==> config.mk <==
export PLATFORM = sky130hd
export DESIGN_NAME = seg7_scan_controller_flat
export DESIGN_NICKNAME = d
export VERILOG_FILES = /design/src/rtl/seg7_scan_controller_if.sv /design/src/rtl/seg7_scan_controller.sv /design/src/flat_wrapper.sv
export SDC_FILE = /design/constraint.sdc
export NUM_CORES = 1
export LEC_CHECK = 0
export CAP_MARGIN = 40
export CORE_ASPECT_RATIO = 0.9
export CORE_MARGIN = 2
export CORE_UTILIZATION = 54
export DETAILED_ROUTE_END_ITERATION = 8
export DONT_BUFFER_PORTS = 1
export GPL_TIMING_DRIVEN = 0
export PLACE_DENSITY_LB_ADDON = 0.25
export SLEW_MARGIN = 40
export SYNTH_ARGS = -nofsm -noshare
export SYNTH_HDL_FRONTEND = slang
export SYNTH_SLANG_ARGS = --single-unit
==> constraint.sdc <==
create_clock -name clk -period 2.6 [get_ports clk]
set_clock_uncertainty 0.1 [all_clocks]
set_input_delay 0.39 -clock clk [delete_from_list [all_inputs] [get_ports clk]]
set_output_delay 0.39 -clock clk [all_outputs]
set_load 0.01 [all_outputs]
==> src/rtl/seg7_scan_controller_if.sv <==
// -----------------------------------------------------------------------------
// seg7_scan_controller_if
// Groups the data-load handshake and the display pin signals of the
// seg7_scan_controller into a single bundle.
//   digits_in  : hex nibbles, [3:0] = digit 0 (rightmost)
//   dp_in      : decimal point request per digit
//   lz_blank   : leading-zero suppression enable, captured with the data
//   load       : capture request for digits_in/dp_in/lz_blank
//   load_ack   : one-cycle pulse when captured data becomes displayed
//   frame_done : one-cycle pulse at the end of every full scan
//   seg        : segments {g,f,e,d,c,b,a}
//   dp         : decimal point segment
//   dig_sel    : digit enables, bit i = digit i
// master = data producer / pin observer, slave = the scan controller.
// -----------------------------------------------------------------------------
interface seg7_scan_controller_if #(
    parameter int NUM_DIGITS = 4
);
    logic [4*NUM_DIGITS-1:0] digits_in;
    logic [NUM_DIGITS-1:0]   dp_in;
    logic                    lz_blank;
    logic                    load;
    logic                    load_ack;
    logic                    frame_done;
    logic [6:0]              seg;
    logic                    dp;
    logic [NUM_DIGITS-1:0]   dig_sel;

    modport master (
        output digits_in, dp_in, lz_blank, load,
        input  load_ack, frame_done, seg, dp, dig_sel
    );

    modport slave (
        input  digits_in, dp_in, lz_blank, load,
        output load_ack, frame_done, seg, dp, dig_sel
    );
endinterface

==> src/rtl/seg7_scan_controller.sv <==
// -----------------------------------------------------------------------------
// seg7_scan_controller
// Time-multiplexed scan scheduler for a shared 7-segment bus. Each digit gets
// a CLK_DIV-cycle slot that opens with BLANK_CYCLES of all-off (anti-ghosting)
// and then drives that digit. New data is double-buffered: a load lands in a
// shadow set and is committed to the display set only on the last cycle of a
// frame, so a frame never mixes old and new values.
// Ports:
//   clk : system clock
//   rst : synchronous active-high reset
//   bus : seg7_scan_controller_if.slave (load handshake + display pins)
// All pin outputs are registered, one cycle behind the counter/state.
// -----------------------------------------------------------------------------
module seg7_scan_controller #(
    parameter int NUM_DIGITS   = 4,
    parameter int CLK_DIV      = 40000,
    parameter int BLANK_CYCLES = 2000,
    parameter int COMMON_ANODE = 1
) (
    input  logic                         clk,
    input  logic                         rst,
    seg7_scan_controller_if.slave        bus
);

    localparam int CNT_W = (CLK_DIV > 1) ? $clog2(CLK_DIV) : 1;
    localparam int IDX_W = $clog2(NUM_DIGITS);
    localparam int DAT_W = 4 * NUM_DIGITS;

    localparam logic [CNT_W-1:0]      CNT_ZERO   = CNT_W'(0);
    localparam logic [CNT_W-1:0]      CNT_ONE    = CNT_W'(1);
    localparam logic [CNT_W-1:0]      CNT_LAST   = CNT_W'(CLK_DIV - 1);
    localparam logic [CNT_W-1:0]      BLANK_LAST = CNT_W'(BLANK_CYCLES - 1);
    localparam logic [IDX_W-1:0]      IDX_ZERO   = IDX_W'(0);
    localparam logic [IDX_W-1:0]      IDX_ONE    = IDX_W'(1);
    localparam logic [IDX_W-1:0]      IDX_LAST   = IDX_W'(NUM_DIGITS - 1);
    localparam logic [NUM_DIGITS-1:0] SEL_ONE    = NUM_DIGITS'(1);
    // Polarity mask: XOR with active-high values gives the pin level.
    localparam logic                  POL        = (COMMON_ANODE != 0) ? 1'b1 : 1'b0;

    typedef enum logic [0:0] {
        ST_BLANK = 1'b0,
        ST_DRIVE = 1'b1
    } state_t;

    state_t                  state_r, state_nxt_s;
    logic [CNT_W-1:0]        cnt_r;
    logic [IDX_W-1:0]        idx_r;
    logic                    pending_r;
    logic [DAT_W-1:0]        shadow_dig_r, disp_dig_r;
    logic [NUM_DIGITS-1:0]   shadow_dp_r, disp_dp_r;
    logic                    shadow_lz_r, disp_lz_r;
    logic [6:0]              seg_r;
    logic                    dp_r;
    logic [NUM_DIGITS-1:0]   dig_sel_r;
    logic                    load_ack_r, frame_done_r;

    logic                    slot_last_s, frame_end_s, commit_s;
    logic [3:0]              cur_nib_s;
    logic [NUM_DIGITS-1:0]   lz_mask_s;
    logic                    zero_run_s;
    logic [6:0]              seg_act_s;
    logic                    dp_act_s;
    logic [NUM_DIGITS-1:0]   dig_act_s;

    // Hex nibble to active-high segment pattern {g,f,e,d,c,b,a}.
    function automatic logic [6:0] seg_decode(input logic [3:0] nib);
        case (nib)
            4'h0:    seg_decode = 7'h3F;
            4'h1:    seg_decode = 7'h06;
            4'h2:    seg_decode = 7'h5B;
            4'h3:    seg_decode = 7'h4F;
            4'h4:    seg_decode = 7'h66;
            4'h5:    seg_decode = 7'h6D;
            4'h6:    seg_decode = 7'h7D;
            4'h7:    seg_decode = 7'h07;
            4'h8:    seg_decode = 7'h7F;
            4'h9:    seg_decode = 7'h6F;
            4'hA:    seg_decode = 7'h77;
            4'hB:    seg_decode = 7'h7C;
            4'hC:    seg_decode = 7'h39;
            4'hD:    seg_decode = 7'h5E;
            4'hE:    seg_decode = 7'h79;
            4'hF:    seg_decode = 7'h71;
            default: seg_decode = 7'h00;
        endcase
    endfunction

    assign slot_last_s = (cnt_r == CNT_LAST);
    assign frame_end_s = slot_last_s && (idx_r == IDX_LAST);
    // A load arriving in the commit cycle itself joins that commit.
    assign commit_s    = frame_end_s && (pending_r || bus.load);
    assign cur_nib_s   = disp_dig_r[{idx_r, 2'b00} +: 4];

    // Slot counter, digit index and FSM state register.
    always_ff @(posedge clk) begin
        if (rst) begin
            cnt_r   <= CNT_ZERO;
            idx_r   <= IDX_ZERO;
            state_r <= ST_BLANK;
        end else begin
            state_r <= state_nxt_s;
            if (slot_last_s) begin
                cnt_r <= CNT_ZERO;
                idx_r <= (idx_r == IDX_LAST) ? IDX_ZERO : idx_r + IDX_ONE;
            end else begin
                cnt_r <= cnt_r + CNT_ONE;
            end
        end
    end

    // Next state: enter DRIVE as the counter reaches BLANK_CYCLES, back to BLANK on wrap.
    always_comb begin
        state_nxt_s = state_r;
        case (state_r)
            ST_BLANK: begin
                if (cnt_r == BLANK_LAST) state_nxt_s = ST_DRIVE;
                else                     state_nxt_s = ST_BLANK;
            end
            ST_DRIVE: begin
                if (slot_last_s) state_nxt_s = ST_BLANK;
                else             state_nxt_s = ST_DRIVE;
            end
            default: state_nxt_s = ST_BLANK;
        endcase
    end

    // Leading-zero mask: walk down from the top digit while digits stay 0 with dp clear.
    always_comb begin
        lz_mask_s  = {NUM_DIGITS{1'b0}};
        zero_run_s = disp_lz_r;
        for (int i = NUM_DIGITS - 1; i >= 1; i--) begin
            zero_run_s   = zero_run_s && (disp_dig_r[4*i +: 4] == 4'h0) && !disp_dp_r[i];
            lz_mask_s[i] = zero_run_s;
        end
    end

    // Active-high pin values for the current slot (all off while blanking).
    always_comb begin
        seg_act_s = 7'h00;
        dp_act_s  = 1'b0;
        dig_act_s = {NUM_DIGITS{1'b0}};
        if (state_r == ST_DRIVE) begin
            seg_act_s = lz_mask_s[idx_r] ? 7'h00 : seg_decode(cur_nib_s);
            dp_act_s  = disp_dp_r[idx_r];
            dig_act_s = SEL_ONE << idx_r;
        end else begin
            seg_act_s = 7'h00;
            dp_act_s  = 1'b0;
            dig_act_s = {NUM_DIGITS{1'b0}};
        end
    end

    // Shadow capture and pending flag; reset drops any uncommitted load.
    always_ff @(posedge clk) begin
        if (rst) begin
            shadow_dig_r <= {DAT_W{1'b0}};
            shadow_dp_r  <= {NUM_DIGITS{1'b0}};
            shadow_lz_r  <= 1'b0;
            pending_r    <= 1'b0;
        end else begin
            if (bus.load) begin
                shadow_dig_r <= bus.digits_in;
                shadow_dp_r  <= bus.dp_in;
                shadow_lz_r  <= bus.lz_blank;
            end
            if (commit_s)      pending_r <= 1'b0;
            else if (bus.load) pending_r <= 1'b1;
        end
    end

    // Display set: updated only at the frame boundary.
    always_ff @(posedge clk) begin
        if (rst) begin
            disp_dig_r <= {DAT_W{1'b0}};
            disp_dp_r  <= {NUM_DIGITS{1'b0}};
            disp_lz_r  <= 1'b0;
        end else if (commit_s) begin
            disp_dig_r <= bus.load ? bus.digits_in : shadow_dig_r;
            disp_dp_r  <= bus.load ? bus.dp_in     : shadow_dp_r;
            disp_lz_r  <= bus.load ? bus.lz_blank  : shadow_lz_r;
        end
    end

    // Registered pins with polarity applied, plus the handshake pulses.
    always_ff @(posedge clk) begin
        if (rst) begin
            seg_r        <= {7{POL}};
            dp_r         <= POL;
            dig_sel_r    <= {NUM_DIGITS{POL}};
            load_ack_r   <= 1'b0;
            frame_done_r <= 1'b0;
        end else begin
            seg_r        <= seg_act_s ^ {7{POL}};
            dp_r         <= dp_act_s ^ POL;
            dig_sel_r    <= dig_act_s ^ {NUM_DIGITS{POL}};
            load_ack_r   <= commit_s;
            frame_done_r <= frame_end_s;
        end
    end

    assign bus.seg        = seg_r;
    assign bus.dp         = dp_r;
    assign bus.dig_sel    = dig_sel_r;
    assign bus.load_ack   = load_ack_r;
    assign bus.frame_done = frame_done_r;

endmodule

==> src/flat_wrapper.sv <==
// flat-port wrapper written by rule: the top's interface ports become plain ports
module seg7_scan_controller_flat 
#(
    parameter int NUM_DIGITS   = 4,
    parameter int CLK_DIV      = 40000,
    parameter int BLANK_CYCLES = 2000,
    parameter int COMMON_ANODE = 1
)
  (clk, rst, bus_digits_in, bus_dp_in, bus_lz_blank, bus_load, bus_load_ack, bus_frame_done, bus_seg, bus_dp, bus_dig_sel);
  seg7_scan_controller_if #(.NUM_DIGITS(NUM_DIGITS)) bus_i ();
  input  logic clk;
  input  logic rst;
  input wire logic [$bits(bus_i.digits_in)-1:0] bus_digits_in;
  input wire logic [$bits(bus_i.dp_in)-1:0] bus_dp_in;
  input wire logic [$bits(bus_i.lz_blank)-1:0] bus_lz_blank;
  input wire logic [$bits(bus_i.load)-1:0] bus_load;
  output wire logic [$bits(bus_i.load_ack)-1:0] bus_load_ack;
  output wire logic [$bits(bus_i.frame_done)-1:0] bus_frame_done;
  output wire logic [$bits(bus_i.seg)-1:0] bus_seg;
  output wire logic [$bits(bus_i.dp)-1:0] bus_dp;
  output wire logic [$bits(bus_i.dig_sel)-1:0] bus_dig_sel;
  assign bus_i.digits_in = bus_digits_in;
  assign bus_i.dp_in = bus_dp_in;
  assign bus_i.lz_blank = bus_lz_blank;
  assign bus_i.load = bus_load;
  assign bus_load_ack = bus_i.load_ack;
  assign bus_frame_done = bus_i.frame_done;
  assign bus_seg = bus_i.seg;
  assign bus_dp = bus_i.dp;
  assign bus_dig_sel = bus_i.dig_sel;
  seg7_scan_controller #(.NUM_DIGITS(NUM_DIGITS), .CLK_DIV(CLK_DIV), .BLANK_CYCLES(BLANK_CYCLES), .COMMON_ANODE(COMMON_ANODE)) u_core (.clk(clk), .rst(rst), .bus(bus_i));
endmodule
======== Word-level counts from Yosys, hierarchy flattened ========
Memory sizes are Yosys's and may differ from the RTL's.
Cells that the tools add are included.
operators by class
  shift-type cells ........................ 2
  add/sub/neg operators ................... 2
  bitwise gates (word level) .............. 4
  reduce and logical (&&, ||, !) cells .... 17
  multiplexer cells ....................... 15
  $lt $le $gt $ge ......................... 1
  equality and inequality tests ........... 3
operator list
  cell                                                 count
  adder 16 x 1 -> 16 bit (second input constant)       1
  == test 16 x 11 -> 1 bit (second input constant)     1
  == test 16 bit (second input constant)               1
  2-to-1 mux 16 bit                                    1
  indexed part select 16 x 5 -> 4 bit                  1
  2-to-1 mux 7 bit                                     2
  zero test 4 bit                                      3
  logical AND 1 bit                                    8
  2-to-1 mux 4 bit                                     2
  inverter 7 bit                                       1
  2-to-1 mux 1 bit                                     6
  binary-select mux 1 bit (select 2 bit)               2
  inverter 4 bit                                       1
  OR reduction 2 bit                                   2
  << shifter 1 x 2 -> 4 bit (first input constant)     1
  zero test 1 bit                                      3
  < comparator 2 x 3 -> 1 bit (second input constant)  1
  adder 2 x 1 -> 2 bit (second input constant)         1
  == test 2 bit (second input constant)                1
  2-to-1 mux 2 bit                                     1
  inverter 1 bit                                       2
  case mux 1 bit (2 select lines)                      1
  logical OR 1 bit                                     1
storage, ports and cells
  memories ................................ 1
  bits in registers ....................... 76
  bits of input ports ..................... 24
  output and inout port bits .............. 14
  ROM bits ................................ 112
  logic and storage cells ................. 60
memory list
  name              words  bits a word  read ports  clocked after memory_dff  wr ports  RTL line                    RTL
  (name not given)  16     7            1           0                         0         seg7_scan_controller.sv:67  case (nib)

======== Depth between registers and ports, before layout ========
Gate-level depths: netlist of the first run.
  depth in word-level cells ............... 12
  gate-level depth with buffers ........... 9

======== Worst setup path after synthesis of the first run ========
OpenSTA, ideal clock, no wires.
  kind .................................... reg2reg
  from .................................... register u_core.idx_r[0]
  to ...................................... register u_core.seg_r[0] (netlist: u_core.bus.seg[0])
  path buffers ............................ 2
  setup slack ............................. 166 ps
  stages on the path, launching flop included .. 10
  data required time ...................... 2,394 ps
  data arrival time ....................... 2,228 ps
  cells stage by stage .................... dfxtp_1 buf_2 mux4_2 inv_1 ha_1 clkbuf_1 mux2i_1 a2111oi_0 o21ai_0 o311ai_0
on the way
  cells in the longest elaborated chain, start to end .. 5
  elaborated cells between the ends (all ways) .. 7
  those cells by class .................... shift (1); mux (4); bitwise (1); memory (1)
ends and longest elaborated chain
  item                                                                                           RTL line                                                 RTL
  start, declared                                                                                seg7_scan_controller.sv:47                               logic [IDX_W-1:0] idx_r;
  start signal, assigned                                                                         seg7_scan_controller.sv:104                              idx_r <= (idx_r == IDX_LAST) ? IDX_ZERO : idx_r + IDX_ONE;
  indexed part select 16 x 5 -> 4 bit or binary-select mux 1 bit (select 2 bit) (tied branches)  seg7_scan_controller.sv:92, seg7_scan_controller.sv:143
  memory (16 x 7 bit) or 2-to-1 mux 1 bit (tied branches)                                        -
  2-to-1 mux 7 bit (*)                                                                           seg7_scan_controller.sv:143                              seg_act_s = lz_mask_s[idx_r] ? 7'h00 : seg_decode(cur_nib_s);
  2-to-1 mux 7 bit (*)                                                                           seg7_scan_controller.sv:142                              if (state_r == ST_DRIVE) begin
  inverter 7 bit (no line) (*)                                                                   -
  end signal, assigned                                                                           seg7_scan_controller.sv:187                              seg_r <= {7{POL}};
  end signal, assigned                                                                           seg7_scan_controller.sv:193                              seg_r <= seg_act_s ^ {7{POL}};
  end, declared                                                                                  seg7_scan_controller.sv:52                               logic [6:0] seg_r;
Every way passes the cells marked *; elsewhere a longest branch is shown, timed or not. The select of a mux whose other input is x is not followed.
A chain may end at the register's enable or synchronous reset.

======== Worst setup path after layout of the first run ========
Ends and elaborated chain as after synthesis.

==> key figures, run 1 <==
Status
  • Status: completed

Die
  • Die area: 0.00694 mm^2
  • Chip Width: approximately 90 um
  • IO Pins: 38
  • Core Area: about 0.006 mm^2
  • Num rows: 27
  • Starting density of the core: between 50% and 60%
  • Die height: 79.2 um

Synthesis
  • Top-area cell type share of the netlist area: around 45%
  • Mean Syn Cell Area: around 9.5 um^2
  • Count of cell types in the netlist: 46
  • Syn Nets: approximately 390
  • Synth Warn #: 0
  • Sequential fraction of the synthesis area: 44.8%
  • Top_reg_cell synth: dfxtp_1
  • EDFF count, synth: 0
  • Synth Cell Area: roughly 0.0034 mm^2
  • Cell accounting for the most synthesized area: dfxtp_1
  • Asr flop ratio synth: 0%
  • Synthesized flop and latch total: 76
  • Area contributors post-synth: dfxtp_1 (45%), mux2i_1 (8.3%), nor2_1 (5.3%)
  • Synth Instances: approximately 360

STA
  • Tmin final: around 2500 ps
  • Hold_ws: between 100 and 150 ps
  • Setup TNS: 0 ps
  • Actual slew at the worst max-slew pin: slightly above 700 ps
  • Maximum clock rate: between 300 and 400 MHz
  • Final Hold Fails: 0
  • Setup Viol. Count Final: 0
  • Final period util: 97.3%
  • RSZ-0062 raised after global routing: no
  • Slew Limit Fails: 0
  • Slew headroom: between 50 and 60%

Power
  • Max rail drop VDD: approximately 0.00034 V
  • PwrDens: ~580 mW/mm^2
  • PnR Total Power: around 2.2 mW
  • Leak pwr: between 1 and 1.5 nW

Layout
  • Synth-to-Final Area Change: 10.2%
  • ANT cells: 0
  • Proportion of layout cells with a drive suffix above 1: 14.9%
  • Final-stage net count: 406
  • Final core occ: between 60% and 70%
  • Finished layout cell area: 0.00374 mm^2

Global route
  • Vias in the first global route: between 2000 and 2500
  • Initial antenna violation count: 0
  • Largest net degree at the start of global routing: 14
  • All-Layer GR Usage: 22.1%
  • GRT Residual Overflow: 0
  • First-pass GRT wire length: 11.9 mm

Min path
  • Hold crit path type: primary input to flip-flop

Routing
  • Detailed-route DRC error count: 0
  • DR WL/cell: between 10 and 15 um
  • ANT nets after route: 0
  • Vias: approximately 2500
  • Via density: 5.45
  • Drt pass-1 iters: 5
  • Routed WL: 6.91 mm
  • DR iter-0 viols: 107

CTS
  • CTS clk-pin slew, worst paths: approximately 80 ps
  • Cts bufs inserted: 9
  • CTS root buffer: clkbuf_8
  • CTS tree: built
  • Clock Tree Buf Depth: 2
  • Clk_lat worst skew: between 300 and 400 ps
  • H-Tree Depth: 3
  • # clock sinks: 76

Worst setup path
  • CP Launch Type: flip-flop
  • Crit path max fanout: 8
  • Arrival time of the worst setup path: 2640 ps
  • Worst EP required: 2710 ps
  • Worst setup path category: flip-flop to flip-flop
  • CP Capture Type: flip-flop

Place
  • Routability Congestion: 0.860
  • Port bufs: 0
  • DP Wirelength: slightly below 5 mm
  • Placed inst area: 0.00350 mm^2

Run
  • Max cap viols: 0
per-stage QoR:
stage	setup WS [ps]	cells
after global routing	2.90	464
after CTS	57.3	462
after global placement	-214	446
final	69.2	464
after floorplan	166	359
after detailed placement	-417	446
worst paths after layout:
kind	start	to	slack, ps	cells after the start
max	u_core.idx_r[0]$_SDFFE_PP0P_	u_core.bus.seg[0]$_SDFF_PP1_	70	8
min	bus_digits_in[2]	u_core.shadow_dig_r[2]$_SDFF_PP0_	130	2
max reg2reg	u_core.idx_r[0]$_SDFFE_PP0P_	u_core.bus.seg[0]$_SDFF_PP1_	70	8
min reg2reg	u_core.cnt_r[0]$_SDFF_PP0_	u_core.cnt_r[0]$_SDFF_PP0_	370	1
Yosys cell counts (2+ instances only):
cell type   n
mux2i_1    28
o211ai_1    6
a31oi_1     2
or3_1       2
or2b_2      7
nor3_1      4
or2b_1      3
nand2_1    39
o21ai_0    21
and3_1      3
a21oi_1     6
dfxtp_1    76
o311ai_0    2
o221ai_1    2
clkbuf_8    2
nor2_1     48
nand3_1     8
nor4_1      5
buf_4       2
xnor2_1     4
xor2_1     10
buf_6       6
mux4_2      4
buf_2       4
inv_1       7
nand4_1     8
ha_1       10
nor4b_1     3
clkbuf_1    6
and3_2      2
nand2b_1   14
layout by cell type, fill, tap and decap left out, types with 4 or more instances in the layout:
master / count
xnor2_1: 4
ha_1: 8
nand2b_1: 14
buf_4: 5
dfxtp_1: 76
nor2_1: 48
buf_6: 7
mux2i_1: 28
nand3_1: 8
a21oi_1: 6
inv_1: 6
nor4_1: 5
nor3_1: 4
nand2_1: 39
or2b_2: 7
clkbuf_1: 5
mux4_2: 4
clkbuf_8: 11
nand4_1: 8
o21ai_0: 20
o211ai_1: 6
xor2_1: 10
sequential cells by signal, indices dropped and copies added (netlist names):
register,count
u_core.cnt_r,16
u_core.disp_dig_r,16
u_core.shadow_dig_r,16
u_core.bus.seg,7
u_core.bus.dig_sel,4
u_core.disp_dp_r,4
u_core.shadow_dp_r,4
u_core.idx_r,2
u_core.bus.dp,1
u_core.bus.frame_done,1
u_core.bus.load_ack,1
u_core.disp_lz_r,1
u_core.pending_r,1
u_core.shadow_lz_r,1
u_core.state_r,1
metal layers:
| layer | global-route usage (%) | vias up | wire, um |
|---|---|---|---|
| met1 | 30.6 | 1181 | 3320 |
| met4 | 5.69 | 0 | 108 |
| met2 | 33.1 | 73 | 3090 |
| met5 | 0 | - | 0 |
| met3 | 7.07 | 12 | 394 |
| li1 | - | 1263 | - |
worst max-delay path: stages, from the launching register on:
cell and delay (ps):
dfxtp_1 380, buf_6 170, mux4_2 580, inv_2 130
ha_2 230, mux2i_1 110, a2111oi_2 380, o21ai_1 140
o311ai_0 160
report_power, final:
group	switching, mW	total (mW)	internal, mW
Combinational	0.0448	0.0809	0.0360
Clock	0.438	0.881	0.443
Sequential	0.00847	1.20	1.19
Total	0.492	2.16	1.67
kinds of logic (layout without fill, tap and decap cells):
logic type	after synthesis	in the layout	share of synthesized area (%)
simple gates	153	153	23.1
fa+ha+maj	10	10	3.69
flops	76	76	44.8
compound gates	45	45	8.11
buf+inv	28	46	5.42
mux	33	33	11.2
xor+xnor	14	14	3.61
area by class of cell:
type | instances | area, um^2
Clock inverter | 6 | 63.8
Fill cell | 529 | 2370
Tap cell | 87 | 109
Multi-Input combinational cell | 255 | 1710
Timing Repair Buffer | 3 | 22.5
Inverter | 7 | 26.3
Sequential cell | 76 | 1520
Buffer | 20 | 161
Clock buffer | 10 | 128
repair_timing:
item	4_1_cts	5_1_grt
setup endpoints to repair	1	1
pin swaps	0	1
gates resized for setup	8	2
setup buffers	1	2
hold buffers	0	0
Power figures use the tool's default switching activity.
==> run 2, diff against run 1 <==
--- a/config.mk
+++ b/config.mk
@@ -7,13 +7,12 @@
 export LEC_CHECK = 0
 export CAP_MARGIN = 40
 export CORE_ASPECT_RATIO = 0.9
-export CORE_MARGIN = 2
 export CORE_UTILIZATION = 54
 export DETAILED_ROUTE_END_ITERATION = 8
 export DONT_BUFFER_PORTS = 1
 export GPL_TIMING_DRIVEN = 0
 export PLACE_DENSITY_LB_ADDON = 0.25
-export SLEW_MARGIN = 40
+export SLEW_MARGIN = 5
 export SYNTH_ARGS = -nofsm -noshare
 export SYNTH_HDL_FRONTEND = slang
 export SYNTH_SLANG_ARGS = --single-unit
==> constraint.sdc (replaced) <==
create_clock -name clk -period 2.3 [get_ports clk]
set_clock_uncertainty 0.1 [all_clocks]
set_input_delay 0.345 -clock clk [delete_from_list [all_inputs] [get_ports clk]]
set_output_delay 0.345 -clock clk [all_outputs]
set_load 0.01 [all_outputs]
==> key figures, run 2 (synthesis results as in run 1) <==
CTS
  • H-Tree Depth: 3 (unchanged)
  • Clk_lat worst skew: 350 ps (about the same)
  • # clock sinks: 76 (unchanged)
  • Clock Tree Buf Depth: 2 (unchanged)
  • CTS tree: built
  • Cts bufs inserted: 9 (unchanged)
  • Hold-fix buffers, CTS: 0 (unchanged)
  • CTS root buffer: clkbuf_8
  • CTS clk-pin slew, worst paths: 70 ps (about the same)

STA
  • Tmin final: 2200 ps (-328 ps)
  • Actual slew at the worst max-slew pin: 749 ps (+36.1 ps)
  • Final Hold Fails: 0 (unchanged)
  • RSZ-0062 raised after global routing: no
  • Hold_ws: 89.2 ps (-41.7 ps)
  • Setup TNS: 0 ps (unchanged)
  • Maximum clock rate: 454 MHz (+15%)
  • Setup Viol. Count Final: 0 (unchanged)
  • Slew Limit Fails: 0 (unchanged)
  • Final period util: 95.8% (-1.6 points)
  • Slew headroom: 49.8% (-2.4 points)
  • Final worst setup slack: 97.0 ps (+27.8 ps)

Global route
  • Vias in the first global route: 2405 (-2.9%)
  • Most used routing layer: met2
  • Grt met3 use: 7.75% (+0.68 points)
  • Met2 Use GR: 33.6% (+0.49 points)
  • Largest net degree at the start of global routing: 12 (-2)
  • GRT Residual Overflow: 0 (unchanged)
  • Met1 global-route usage: 29.0% (-1.6 points)
  • All-Layer GR Usage: 22.1% (+0.045 points)
  • Initial antenna violation count: 0 (unchanged)
  • First-pass GRT wire length: 11.4 mm (-4.2%)

Worst setup path
  • Crit path max fanout: 6 (-2)
  • Reg-to-Reg Start: u_core.idx_r[0]$_SDFFE_PP0P_
  • CP Capture Type: flip-flop
  • CP Launch Type: flip-flop
  • Worst EP required: 2380 ps (-330 ps)
  • CP cell instances: mux4_2, buf_4, ha_1, o22a_1, nor2_1, o311ai_2
  • Critical path buffers and inverters: 1 (-1)
  • Critical path's largest stage delay: 580 ps (about the same)
  • CP startpoint: u_core.idx_r[0]$_SDFFE_PP0P_
  • Worst setup path category: flip-flop to flip-flop
  • CP max-delay cell: mux4_2
  • Arrival time of the worst setup path: 2280 ps (-360 ps)
  • Cell family with most CP delay: multiplexers

Die
  • Num rows: 27 (unchanged)
  • IO Pins: 38 (unchanged)
  • Chip Width: 85.6 um (-2.3%)
  • Die area: 0.00661 mm^2 (-4.8%)
  • Die height: 77.2 um (-2.5%)
  • Starting density of the core: 55.8% (+0.31 points)
  • Core Area: 0.00608 mm^2 (-0.55%)

Min path
  • Hold crit path type: primary input to flip-flop
  • Min-delay src: bus_digits_in[5]

Status
  • Status: completed

Power
  • Clock share of power: 38.5% (-2.3 points)
  • Total internal power: 1.83 mW (+9.7%)
  • Net Sw Frac: 22.1% (-0.70 points)
  • Comb power frac: 3.9% (+0.2 points)
  • PwrDens: 623 mW/mm^2 (+8.0%)
  • Leak pwr: 1.42 nW (+1.3%)
  • Psw: 518 uW (+5.4%)
  • Max rail drop VDD: 0.000481 V (+40%)
  • Reg power frac: 57.6% (+2.2 points)

Layout
  • Synth-to-Final Area Change: 11.0%
  • Commonest non-fill, non-tap cell in the layout: dfxtp_1
  • Finished layout cell area: 0.00377 mm^2 (+0.70%)
  • Final-stage net count: 411 (+1.2%)
  • Final core occ: 62.0% (+0.77 points)
  • ANT cells: 0 (unchanged)
  • Top Registers: u_core.cnt_r x16, u_core.disp_dig_r x16, u_core.shadow_dig_r x16
  • Proportion of layout cells with a drive suffix above 1: 16.3% (+1.4 points)
  • Fillers: 511 (-3.4%)
  • Commonest non-fill, non-tap cells in the layout: dfxtp_1 (75), nor2_1 (48), nand2_1 (39)

Routing
  • Routed WL: 6.85 mm (-0.93%)
  • Detailed-route DRC error count: 0 (unchanged)
  • DR iter-0 viols: 113 (+5.6%)
  • DR WL/cell: 15.1 um (+1.5%)
  • Vias: 2545 (+0.63%)
  • Drt pass-1 iters: 4 (-1)
  • ANT nets after route: 0 (unchanged)
  • Via density: 5.62 (+3.1%)

Place
  • DP Wirelength: 4.78 mm (-2.5%)
  • Placed inst area: 0.00349 mm^2 (-0.43%)
  • Worst slack, placed: -447 ps (-30.6 ps)
  • Port bufs: 0 (unchanged)
  • Routability Congestion: 0.846 (-1.6%)

Run
  • Max cap viols: 0 (unchanged)
run 2: cell types whose count changed in the layout (fill, tap and decap cells not counted), sizes merged:
| cell | previous run | this run |
|---|---|---|
| clkinvlp | 2 | 1 |
| clkbuf | 18 | 21 |
| clkinv | 2 | 0 |
| buf | 15 | 21 |
| inv | 8 | 7 |
| bufinv | 1 | 0 |
run 2: worst register-to-register path, delay by kind of cell (launching register included):
| kind | cells | cell delay (ps) |
|---|---|---|
| and+or+nand+nor | 1 | 110 |
| adders and majority gates | 1 | 290 |
| AOI/OAI and AO/OA | 2 | 380 |
| muxes | 1 | 580 |
| DFF | 1 | 390 |
| buffers and inverters | 1 | 180 |
run 2: power by group through the flow:
stage	Sequential, mW	Clock (mW)	Combinational (mW)
final	1.35	0.904	0.0919
after global routing	1.35	0.988	0.103
after CTS	1.35	0.922	0.0929
after detailed placement	1.38	0	0.0924
after global placement	1.38	0	0.0898
after floorplan	1.38	0	0.0754
run 2: path summary, 6_finish.rpt:
path	end	slack, ps	cells past startpoint
hold / removal	u_core.shadow_dig_r[5]$_SDFF_PP0_	90	2
setup / recovery	u_core.bus.seg[0]$_SDFF_PP1_	100	6
setup reg to reg	u_core.bus.seg[0]$_SDFF_PP1_	100	6
hold reg to reg	u_core.cnt_r[0]$_SDFF_PP0_	370	1
run 2: stage by stage:
stage | power (mW) | std cells
after global placement | 1.47 | 431
after global routing | 2.44 | 453
after floorplan | 1.46 | 359
final | 2.35 | 453
after CTS | 2.37 | 449
after detailed placement | 1.47 | 431
run 2: what timing repair did:
action                                  in CTS  in global routing
pin swaps                                    1                  2
endpoints found under the setup margin       3                  9
resized for setup                            9                 13
setup buffers                                3                  5
gates cloned                                 0                  0
run 2: routing by layer:
| metal | wire length [um] | vias up |
|---|---|---|
| li1 | - | 1275 |
| met5 | 0 | - |
| met2 | 3060 | 49 |
| met4 | 60 | 0 |
| met3 | 315 | 7 |
| met1 | 3410 | 1214 |
run 2: final cells by class:
type / count / area [um^2] / area share (%)
buffer: 20 / 171 / 4.55
sequential: 76 / 1530 / 40.5
inverter: 7 / 26.3 / 0.697
multi-input combinational: 255 / 1730 / 45.8
timing repair buffer: 8 / 60.1 / 1.59
clock buffer: 14 / 163 / 4.32
clock inverter: 1 / 7.51 / 0.199
tap: 72 / 90.1 / 2.39
